## config.mk

```make
export PLATFORM = sky130hd
export DESIGN_NAME = mips_instr_encoder
export DESIGN_NICKNAME = d
export VERILOG_FILES = /design/src/rtl/mips_pkg.sv /design/src/rtl/mips_encode_comb.sv /design/src/rtl/mips_instr_encoder.sv
export SDC_FILE = /design/constraint.sdc
export NUM_CORES = 1
export LEC_CHECK = 0
export BUFFER_PORTS_ARGS = -buffer_cell sky130_fd_sc_hd__buf_2
export CORE_ASPECT_RATIO = 1.4
export CORE_MARGIN = 3
export CORE_UTILIZATION = 30
export DETAILED_ROUTE_END_ITERATION = 8
export PLACE_DENSITY = 0.51
export SLEW_MARGIN = 10
export SYNTH_ARGS = -nofsm -noshare
export SYNTH_HDL_FRONTEND = slang
export SYNTH_SLANG_ARGS = --single-unit
```

## constraint.sdc

```tcl
create_clock -name clk -period 1.5 [get_ports clk]
set_input_delay 0.075 -clock clk [delete_from_list [all_inputs] [get_ports clk]]
set_output_delay 0.075 -clock clk [all_outputs]
set_load 0.1 [all_outputs]
```

## src/rtl/mips_pkg.sv

```systemverilog
// Shared encodings for the MIPS instruction encoder: ALUop codes, opcodes, funct codes,
// the request-kind enum and the {legal, word} result struct.
package mips_pkg;

    localparam logic [3:0] ALU_SLL  = 4'b0000;
    localparam logic [3:0] ALU_SRA  = 4'b0001;
    localparam logic [3:0] ALU_SRL  = 4'b0010;
    localparam logic [3:0] ALU_ADD  = 4'b0101;
    localparam logic [3:0] ALU_SUB  = 4'b0110;
    localparam logic [3:0] ALU_AND  = 4'b0111;
    localparam logic [3:0] ALU_OR   = 4'b1000;
    localparam logic [3:0] ALU_NOR  = 4'b1010;
    localparam logic [3:0] ALU_SLT  = 4'b1011;
    localparam logic [3:0] ALU_SLTU = 4'b1100;

    localparam logic [5:0] OP_RTYPE = 6'b000000;
    localparam logic [5:0] OP_ADDI  = 6'b001000;
    localparam logic [5:0] OP_ADDIU = 6'b001001;
    localparam logic [5:0] OP_SLTI  = 6'b001010;
    localparam logic [5:0] OP_SLTIU = 6'b001011;
    localparam logic [5:0] OP_ANDI  = 6'b001100;
    localparam logic [5:0] OP_ORI   = 6'b001101;

    localparam logic [5:0] FN_SLL  = 6'b000000;
    localparam logic [5:0] FN_SRL  = 6'b000010;
    localparam logic [5:0] FN_SRA  = 6'b000011;
    localparam logic [5:0] FN_JR   = 6'b001000;
    localparam logic [5:0] FN_ADD  = 6'b100000;
    localparam logic [5:0] FN_SUB  = 6'b100010;
    localparam logic [5:0] FN_AND  = 6'b100100;
    localparam logic [5:0] FN_OR   = 6'b100101;
    localparam logic [5:0] FN_NOR  = 6'b100111;
    localparam logic [5:0] FN_SLT  = 6'b101010;
    localparam logic [5:0] FN_SLTU = 6'b101011;

    localparam logic [31:0] SYSCALL_WORD = 32'h0000_000C;

    typedef enum logic [1:0] {
        KIND_RALU    = 2'd0,
        KIND_IALU    = 2'd1,
        KIND_JR      = 2'd2,
        KIND_SYSCALL = 2'd3
    } req_kind_t;

    typedef struct packed {
        logic        legal;
        logic [31:0] word;
    } encoded_t;

endpackage

```

## src/rtl/mips_encode_comb.sv

```systemverilog
// Combinational encoder: request fields in, {legal, word} out, zero latency.
// Illegal ALUop/kind combinations return legal=0 with a zero word.
module mips_encode_comb
    import mips_pkg::*;
(
    input  req_kind_t  kind,
    input  logic [3:0] aluop,
    input  logic       is_unsigned,
    input  logic [4:0] rs,
    input  logic [4:0] rt,
    input  logic [4:0] rd,
    input  logic [4:0] shamt,
    input  logic [15:0] imm,
    output encoded_t   enc
);

    logic [5:0] funct;
    logic [5:0] opcode;
    logic       is_shift;

    always_comb begin
        enc      = '0;
        funct    = '0;
        opcode   = '0;
        is_shift = 1'b0;
        case (kind)
            KIND_RALU: begin
                enc.legal = 1'b1;
                case (aluop)
                    ALU_ADD:  funct = FN_ADD;
                    ALU_SUB:  funct = FN_SUB;
                    ALU_AND:  funct = FN_AND;
                    ALU_OR:   funct = FN_OR;
                    ALU_NOR:  funct = FN_NOR;
                    ALU_SLT:  funct = FN_SLT;
                    ALU_SLTU: funct = FN_SLTU;
                    ALU_SLL:  begin funct = FN_SLL; is_shift = 1'b1; end
                    ALU_SRL:  begin funct = FN_SRL; is_shift = 1'b1; end
                    ALU_SRA:  begin funct = FN_SRA; is_shift = 1'b1; end
                    default:  enc.legal = 1'b0;
                endcase
                // Shifts take their amount from shamt and have no rs source.
                if (enc.legal) begin
                    enc.word = {OP_RTYPE, is_shift ? 5'd0 : rs, rt, rd,
                                is_shift ? shamt : 5'd0, funct};
                end
            end
            KIND_IALU: begin
                enc.legal = 1'b1;
                case (aluop)
                    ALU_ADD:  opcode = is_unsigned ? OP_ADDIU : OP_ADDI;
                    ALU_AND:  opcode = OP_ANDI;
                    ALU_OR:   opcode = OP_ORI;
                    ALU_SLT:  opcode = OP_SLTI;
                    ALU_SLTU: opcode = OP_SLTIU;
                    default:  enc.legal = 1'b0;
                endcase
                if (enc.legal) begin
                    enc.word = {opcode, rs, rt, imm};
                end
            end
            KIND_JR: begin
                enc.legal = 1'b1;
                enc.word  = {OP_RTYPE, rs, 15'd0, FN_JR};
            end
            default: begin
                enc.legal = 1'b1;
                enc.word  = SYSCALL_WORD;
            end
        endcase
    end

endmodule

```

## src/rtl/mips_instr_encoder.sv

```systemverilog
// Streaming ALU-request -> MIPS word encoder with sequential byte addresses; 1-cycle latency
// through a 2-entry FIFO. req_ready is registered (count<2); illegal requests are consumed and counted.
module mips_instr_encoder
    import mips_pkg::*;
#(
    parameter int ADDR_W    = 10,
    parameter int BASE_ADDR = 0
) (
    input  logic              clk,
    input  logic              rst_n,
    input  logic              clear,
    input  logic              req_valid,
    output logic              req_ready,
    input  logic [1:0]        req_kind,
    input  logic [3:0]        req_aluop,
    input  logic              req_unsigned,
    input  logic [4:0]        req_rs,
    input  logic [4:0]        req_rt,
    input  logic [4:0]        req_rd,
    input  logic [4:0]        req_shamt,
    input  logic [15:0]       req_imm,
    output logic              instr_valid,
    input  logic              instr_ready,
    output logic [31:0]       instr,
    output logic [ADDR_W-1:0] instr_addr,
    output logic              err,
    output logic [7:0]        err_count
);

    localparam logic [ADDR_W-1:0] BASE = BASE_ADDR[ADDR_W-1:0];

    encoded_t          enc;
    logic [31:0]       word_mem [2];
    logic [ADDR_W-1:0] addr_mem [2];
    logic              wr_ptr;
    logic              rd_ptr;
    logic [1:0]        count_q;
    logic [1:0]        count_nxt;
    logic [ADDR_W-1:0] addr_q;
    logic              accept;
    logic              push;
    logic              pop;
    logic              drop;

    mips_encode_comb u_enc (
        .kind        (req_kind_t'(req_kind)),
        .aluop       (req_aluop),
        .is_unsigned (req_unsigned),
        .rs          (req_rs),
        .rt          (req_rt),
        .rd          (req_rd),
        .shamt       (req_shamt),
        .imm         (req_imm),
        .enc         (enc)
    );

    assign accept      = req_valid & req_ready;
    assign push        = accept & enc.legal & ~clear;
    assign drop        = accept & ~enc.legal & ~clear;
    assign pop         = instr_valid & instr_ready;
    assign instr_valid = (count_q != 2'd0);
    assign instr       = word_mem[rd_ptr];
    assign instr_addr  = addr_mem[rd_ptr];

    always_comb begin
        count_nxt = count_q;
        if (clear) begin
            count_nxt = 2'd0;
        end else if (push && !pop) begin
            count_nxt = count_q + 2'd1;
        end else if (pop && !push) begin
            count_nxt = count_q - 2'd1;
        end
    end

    always_ff @(posedge clk or negedge rst_n) begin
        if (!rst_n) begin
            count_q     <= 2'd0;
            req_ready   <= 1'b1;
            wr_ptr      <= 1'b0;
            rd_ptr      <= 1'b0;
            word_mem[0] <= '0;
            word_mem[1] <= '0;
            addr_mem[0] <= BASE;
            addr_mem[1] <= BASE;
            addr_q      <= BASE;
            err         <= 1'b0;
            err_count   <= 8'd0;
        end else begin
            count_q   <= count_nxt;
            // Registered from next count so a pop at full only reopens the next cycle.
            req_ready <= (count_nxt < 2'd2);
            err       <= drop;
            if (clear) begin
                wr_ptr    <= 1'b0;
                rd_ptr    <= 1'b0;
                addr_q    <= BASE;
                err_count <= 8'd0;
            end else begin
                if (push) begin
                    word_mem[wr_ptr] <= enc.word;
                    addr_mem[wr_ptr] <= addr_q;
                    wr_ptr           <= ~wr_ptr;
                    addr_q           <= addr_q + ADDR_W'(4);
                end
                if (pop) begin
                    rd_ptr <= ~rd_ptr;
                end
                if (drop && err_count != 8'hFF) begin
                    err_count <= err_count + 8'd1;
                end
            end
        end
    end

endmodule

```

# Word level (Yosys, flattened, before mapping)
# Index checks and enable logic that the tools add are counted.
totals:
  reg_bits: 108
  latchBits: 0
  romBits: 0
  n_memories: 0
  ramBits: 0
op_classes:
  mul: 0
  mux: 37
  reduce_logical: 16
  n_div: 0
  shifts: 0
  magnitude_cmp: 4
  addsub: 4
  n_eq_ne: 12
  bitwise_logic: 12
ops:
  columns: ["operator", "n"]
  rows:
  - ["$mux W32", 5]
  - ["$pmux W33 S3", 1]
  - ["$bwmux W64", 1]
  - ["$mux W10", 6]
  - ["$pmux W6 S9", 1]
  - ["$demux W32 S1", 1]
  - ["$pmux W6 S5", 1]
  - ["$mux W26", 1]
  - ["$bwmux W20", 1]
  - ["$eq A4 B4 Y1 const B", 4]
  - ["$mux W8", 2]
  - ["$eq A4 B3 Y1 const B", 3]
  - ["$mux W1", 11]
  - ["$add A10 B3 Y10 const B", 1]
  - ["$demux W10 S1", 1]
  - ["$mux W5", 2]
  - ["$reduce_or A10 Y1", 1]
  - ["$add A8 B1 Y8 const B", 1]
  - ["$ne A8 B8 Y1 const B", 1]
  - ["$reduce_bool A2 Y1", 4]
  - ["$and A1 B1 Y1", 6]
  - ["$mux W2", 3]
  - ["$reduce_or A5 Y1", 1]
  - ["$eq A4 B1 Y1 const B", 1]
  - ["16 further kinds", 25]

# Longest topological paths before layout
logic_depth:
  depth_word: 15
  ltp_mapped: 9

# By module
# From an unflattened synthesis, not the netlist that was laid out.
hier_totals:
  cells_unflattened: 414
  area_unflattened_um2: 5393.9
modules_own_cells:
  columns: ["module", "cells_each", "n_inst", "area_each_um2", "seq_area_each_um2"]
  rows:
  - ["mips_instr_encoder", 328, 1, 4777.1, 2553.7]
  - ["mips_encode_comb", 86, 1, 616.8, 0.0]

# Least setup slack after synthesis
# No wires, ideal clock.
synth_timing:
  path_kind: "flip-flop to flip-flop"
  startpoint: "reg err_count[0]"
  endpoint: "reg err_count[1]"
  arrival_ns: 2.133
  required_time_ns: 1.375
  n_path_buf: 0
  setup_ns: 0.125
  stages_incl_launch_ff: 6
  setup_slack_ns: -0.758
  period_less_slack_ns: 2.258
  path_cell_list: "dfrtp_1 ha_1 nand4_1 nor2_1 nor2_1 mux2_2"
synth_via:
  elab_chain_len: 3
synth_lines:
  columns: ["element", "line_no", "source"]
  rows:
  - ["start, declared", "mips_instr_encoder.sv:27", "output logic [7:0] err_count"]
  - ["start signal, assigned", "mips_instr_encoder.sv:110", "err_count <= err_count + 8'd1;"]
  - ["$add A8 B1 Y8 / $ne A8 B8 Y1 (equally long branches)", "mips_instr_encoder.sv:110, mips_instr_encoder.sv:109", null]
  - ["$mux W8 / $logic_and A1 B1 Y1 (equally long branches)", "mips_instr_encoder.sv:109", "if (drop && err_count != 8'hFF) begin"]
  - ["$mux W8 / $reduce_bool A2 Y1 (equally long branches)", null, null]
# Parallel ways exist; a longest one is shown, timed or not. The select of a mux whose other input is x is not followed.
# A chain may end at the register's enable or synchronous reset.

# Worst setup path in the final report
layout_timing:
  startpoint: "reg req_ready"
  endpoint: "reg word_mem[22] (netlist bit)"
layout_via:
  elab_chain_len: 4
layout_lines:
  columns: ["element", "line_no", "source"]
  rows:
  - ["start, declared", "mips_instr_encoder.sv:13", "output logic req_ready,"]
  - ["start signal, assigned", "mips_instr_encoder.sv:92", "req_ready <= (count_nxt < 2'd2);"]
  - ["$and A1 B1 Y1", "mips_instr_encoder.sv:57", "assign accept = req_valid & req_ready;"]
  - ["$and A1 B1 Y1 (2 in a row)", "mips_instr_encoder.sv:58", "assign push = accept & enc.legal & ~clear;"]
  - ["$reduce_and A2 Y1 (no line)", null, null]
  - ["end signal, assigned by index", "mips_instr_encoder.sv:101", "word_mem[wr_ptr] <= enc.word;"]
  - ["end, declared", "mips_instr_encoder.sv:33", "logic [31:0] word_mem [2];"]
# No other way between the ends.

==> impl_results.md <==
* Status: finished with violations
* Failing checks: negative setup slack
* Fraction of layout cells with a size suffix above 1 at between 50% and 60%
* Crit. End Element: flip-flop
* HPWL Detailed at roughly 10000 µm
* Crit path max-delay family: flip-flops
* Mapped Area at between 0.005 and 0.006 mm²
* Part of the Yosys area used for sequential elements at about half
* Synth warn at 0
* Worst Reg-to-Reg Cells at 7
* Post-Route WL at approximately 16000 µm
* Port bufs at 96
* Synthesized flop and latch total at 98
* Cell taking the most area after synthesis: dfrtp_1
* Startpoint types: flip-flop
* Max cap viols at 0
* Predominant post-synthesis flop cell: dfrtp_1
* Design Area, Final at about 0.0083 mm²
* Critical Path Max Stage Delay at roughly 0.63 ns
* Hold Path Class: primary input to flip-flop
* CTS tree: done
* Final Setup Violations at 124
* CTS max path bufs at 2
* P&R area growth vs syn at 65.30%
* Most common cell in the synthesized netlist: nand2_1
* Min Hold Slack at between 0.01 and 0.015 ns
* All-layer global routing usage at 15.82%
* Worst skew pair latency at 0.34 ns
* Measured slew at the worst slew-check pin at ~0.66 ns
* CP cell instances: and3b_2 > and2_4 > o21ai_4 > buf_12 > clkbuf_16 > nand2_4 > o31ai_4
* Final Hold Viols at 0
* Die W at roughly 120 µm
* Vias per cell at 5.000
* Synth unique cells at 57
* Number of CTS-inserted buffers at 9
* Vias in the first global route at approximately 4500
* Htree depth at 3
* Reg-to-reg slack, setup at -0.20 ns
* Clock skew at 0.006502 ns
* Post-Syn Area per Cell at between 9 and 10 µm²
* Die Y-Extent at around 160 µm
* Finished Core Util at about half
* Total power at between 10 and 15 mW
* Unrepaired setup endpoints after global routing: yes
* WHS Endpoint: word_mem[16]$_DFFE_PN0P_
* Synth cell count leaders: nand2_1, dfrtp_1, mux2_2, o21ai_0, nor2_1
* Worst Path Arrival at 1.93 ns
* Initial core utilization at a little under a third
* PD cells at around 1400 mW/mm²
* Synth area leaders: dfrtp_1, mux2_2, nand2_1, o21ai_0, a22oi_1
* Total gr overflow at 0
* Async SR Flop Fraction at between 90% and 100%
* Root Driver: clkbuf_16
* Critical-path top delay cell: dfstp_4
* Critical R2R Capture: word_mem[22]$_DFFE_PN0P_
* Final Critical Period at 1.705 ns
* Relative slew slack at a little under three fifths
* Post-Place Cell Area at around 0.0069 mm²
* Setup ws final at -0.2047 ns
* Detailed Routing Iterations Pass 1 at 4
* Drt wl/cell at between 15 and 20 µm
* First-pass GRT wire length at 23140 µm
* Pin count of the biggest net entering global routing at 49
* Clock transition at path regs at around 0.07 ns
* Tcrit/Tclk final at 113.6%
* Highest Clock Rate at between 500 and 600 MHz
* Post-synth EDFFs at 0
* Maximum vdd drop at 1564 µV
* I/O Pins at 101
* Critical path class: flip-flop to flip-flop
* Leak pwr at 3.749 nW
* Initial antenna violation count at 0
* Routability cong. at ~0.85
* Total Die Area at 0.01828 mm²
* Vias at between 4000 and 5000
* Post-Place Worst Slack at -0.5247 ns
* Final non-filler cell total at 882
* Buffers & Inverters on Critical Path at 2
* # diodes at 0
* WP data required at about 1.7 ns
* Total negative slack at -17.14 ns
* FP Rows at 55
* Slew Limit Fails at 0
* Max FO, Critical Path at 7
* Post-route ant nets at 0
* Hold Crit Start: req_rt[0]
* Worst reg2reg path startpoint: req_ready$_DFF_PN1_
* Synth top area share at 48.54%
* Mapped Cells at 506
* Post-route DRC at 0
* Final nets at 729
* Violation count after the first detailed-routing iteration at between 200 and 250
* Dpl cells at around 840
* Hold Path Depth at 3
* CORE AREA at ~0.016 mm²
* TritonCTS Sinks at between 90 and 100
## cell usage in the layout (no fill, tap or decap), types with 12 or more instances in the layout
cell type / instances
dfrtp_1: 88
buf_4: 66
nand2_1: 63
buf_2: 54
buf_12: 49
mux2_4: 32
o21ai_1: 27
nand2_4: 22
nor2_1: 20
mux2_2: 19
nand2_2: 17
inv_1: 15
clkbuf_16: 15
o21ai_2: 13
a22oi_1: 12
buf_6: 12
## worst min-delay path, delay by kind of cell
family                 cells  cell delay, ns
buffers and inverters      1            0.12
AO/OA/AOI/OAI              1            0.06
AND/OR/NAND/NOR            1            0.06
## cells by family (layout without fill, tap and decap cells)
logic type      Yosys count  after routing  synth area share, %
mux                      55             55                12.28
buf+inv                  52            226                4.929
simple gates            177            177                16.81
flops                    98             98                49.06
fa+ha+maj                 3              3               0.7506
other cells               1              4              0.07498
compound gates          111            111                14.51
xor+xnor                  9              9                1.576
## timing repair
item / in CTS / in global routing
hold endpoints to repair: 37 / 0
pin swaps: 7 / 42
gates cloned: 1 / 10
gates resized for setup: 59 / 149
hold buffers: 5 / 0
endpoints found under the setup margin: 130 / 131
setup buffers: 3 / 6
## power by group
part,internal [mW],switching [mW]
logic,2.47,3.54
registers,3.10,0.377
clock network,1.36,1.08
total,6.93,4.99
## final cells by class
type / instances / area (µm²)
fill: 1461 / 7974
multi-input combinational: 359 / 3029
sequential: 98 / 2481
timing repair buffer: 195 / 2140
tap: 199 / 249.0
clock buffer: 10 / 239.0
clock inverter: 6 / 72.57
inverter: 15 / 56.30
## flip-flops by register name, indices dropped and copies added, names as in the netlist
register / count
addr_mem: 16
addr_q: 8
count_q: 2
err: 1
err_count: 8
rd_ptr: 1
req_ready: 1
word_mem: 60
wr_ptr: 1
## worst max-delay path by stage
stage               slack, ns  depth (start not counted)           startpoint                       end
finish                  -0.20                          7  req_ready$_DFF_PN1_  word_mem[22]$_DFFE_PN0P_
global placement        -0.44                          8         req_aluop[3]     addr_q[8]$_DFFE_PN0P_
detailed placement      -0.52                          8         req_aluop[3]     addr_q[8]$_DFFE_PN0P_
global route            -0.23                          6  req_ready$_DFF_PN1_  word_mem[23]$_DFFE_PN0P_
floorplan               -0.34                          5  req_ready$_DFF_PN1_   addr_mem[2]$_DFFE_PN0P_
CTS                     -0.18                          6  req_ready$_DFF_PN1_  word_mem[22]$_DFFE_PN0P_
## metal layers
layer	routed length (µm)	up-vias	track usage (%)	part of all wire (%)
met4	302	0	5.606	1.9
met1	6288	2168	18.86	40
met5	0	-	0	0
li1	-	2128	-	-
met2	8419	94	27.77	54
met3	634	20	3.126	4.1
(Power assumes the default switching activity.)
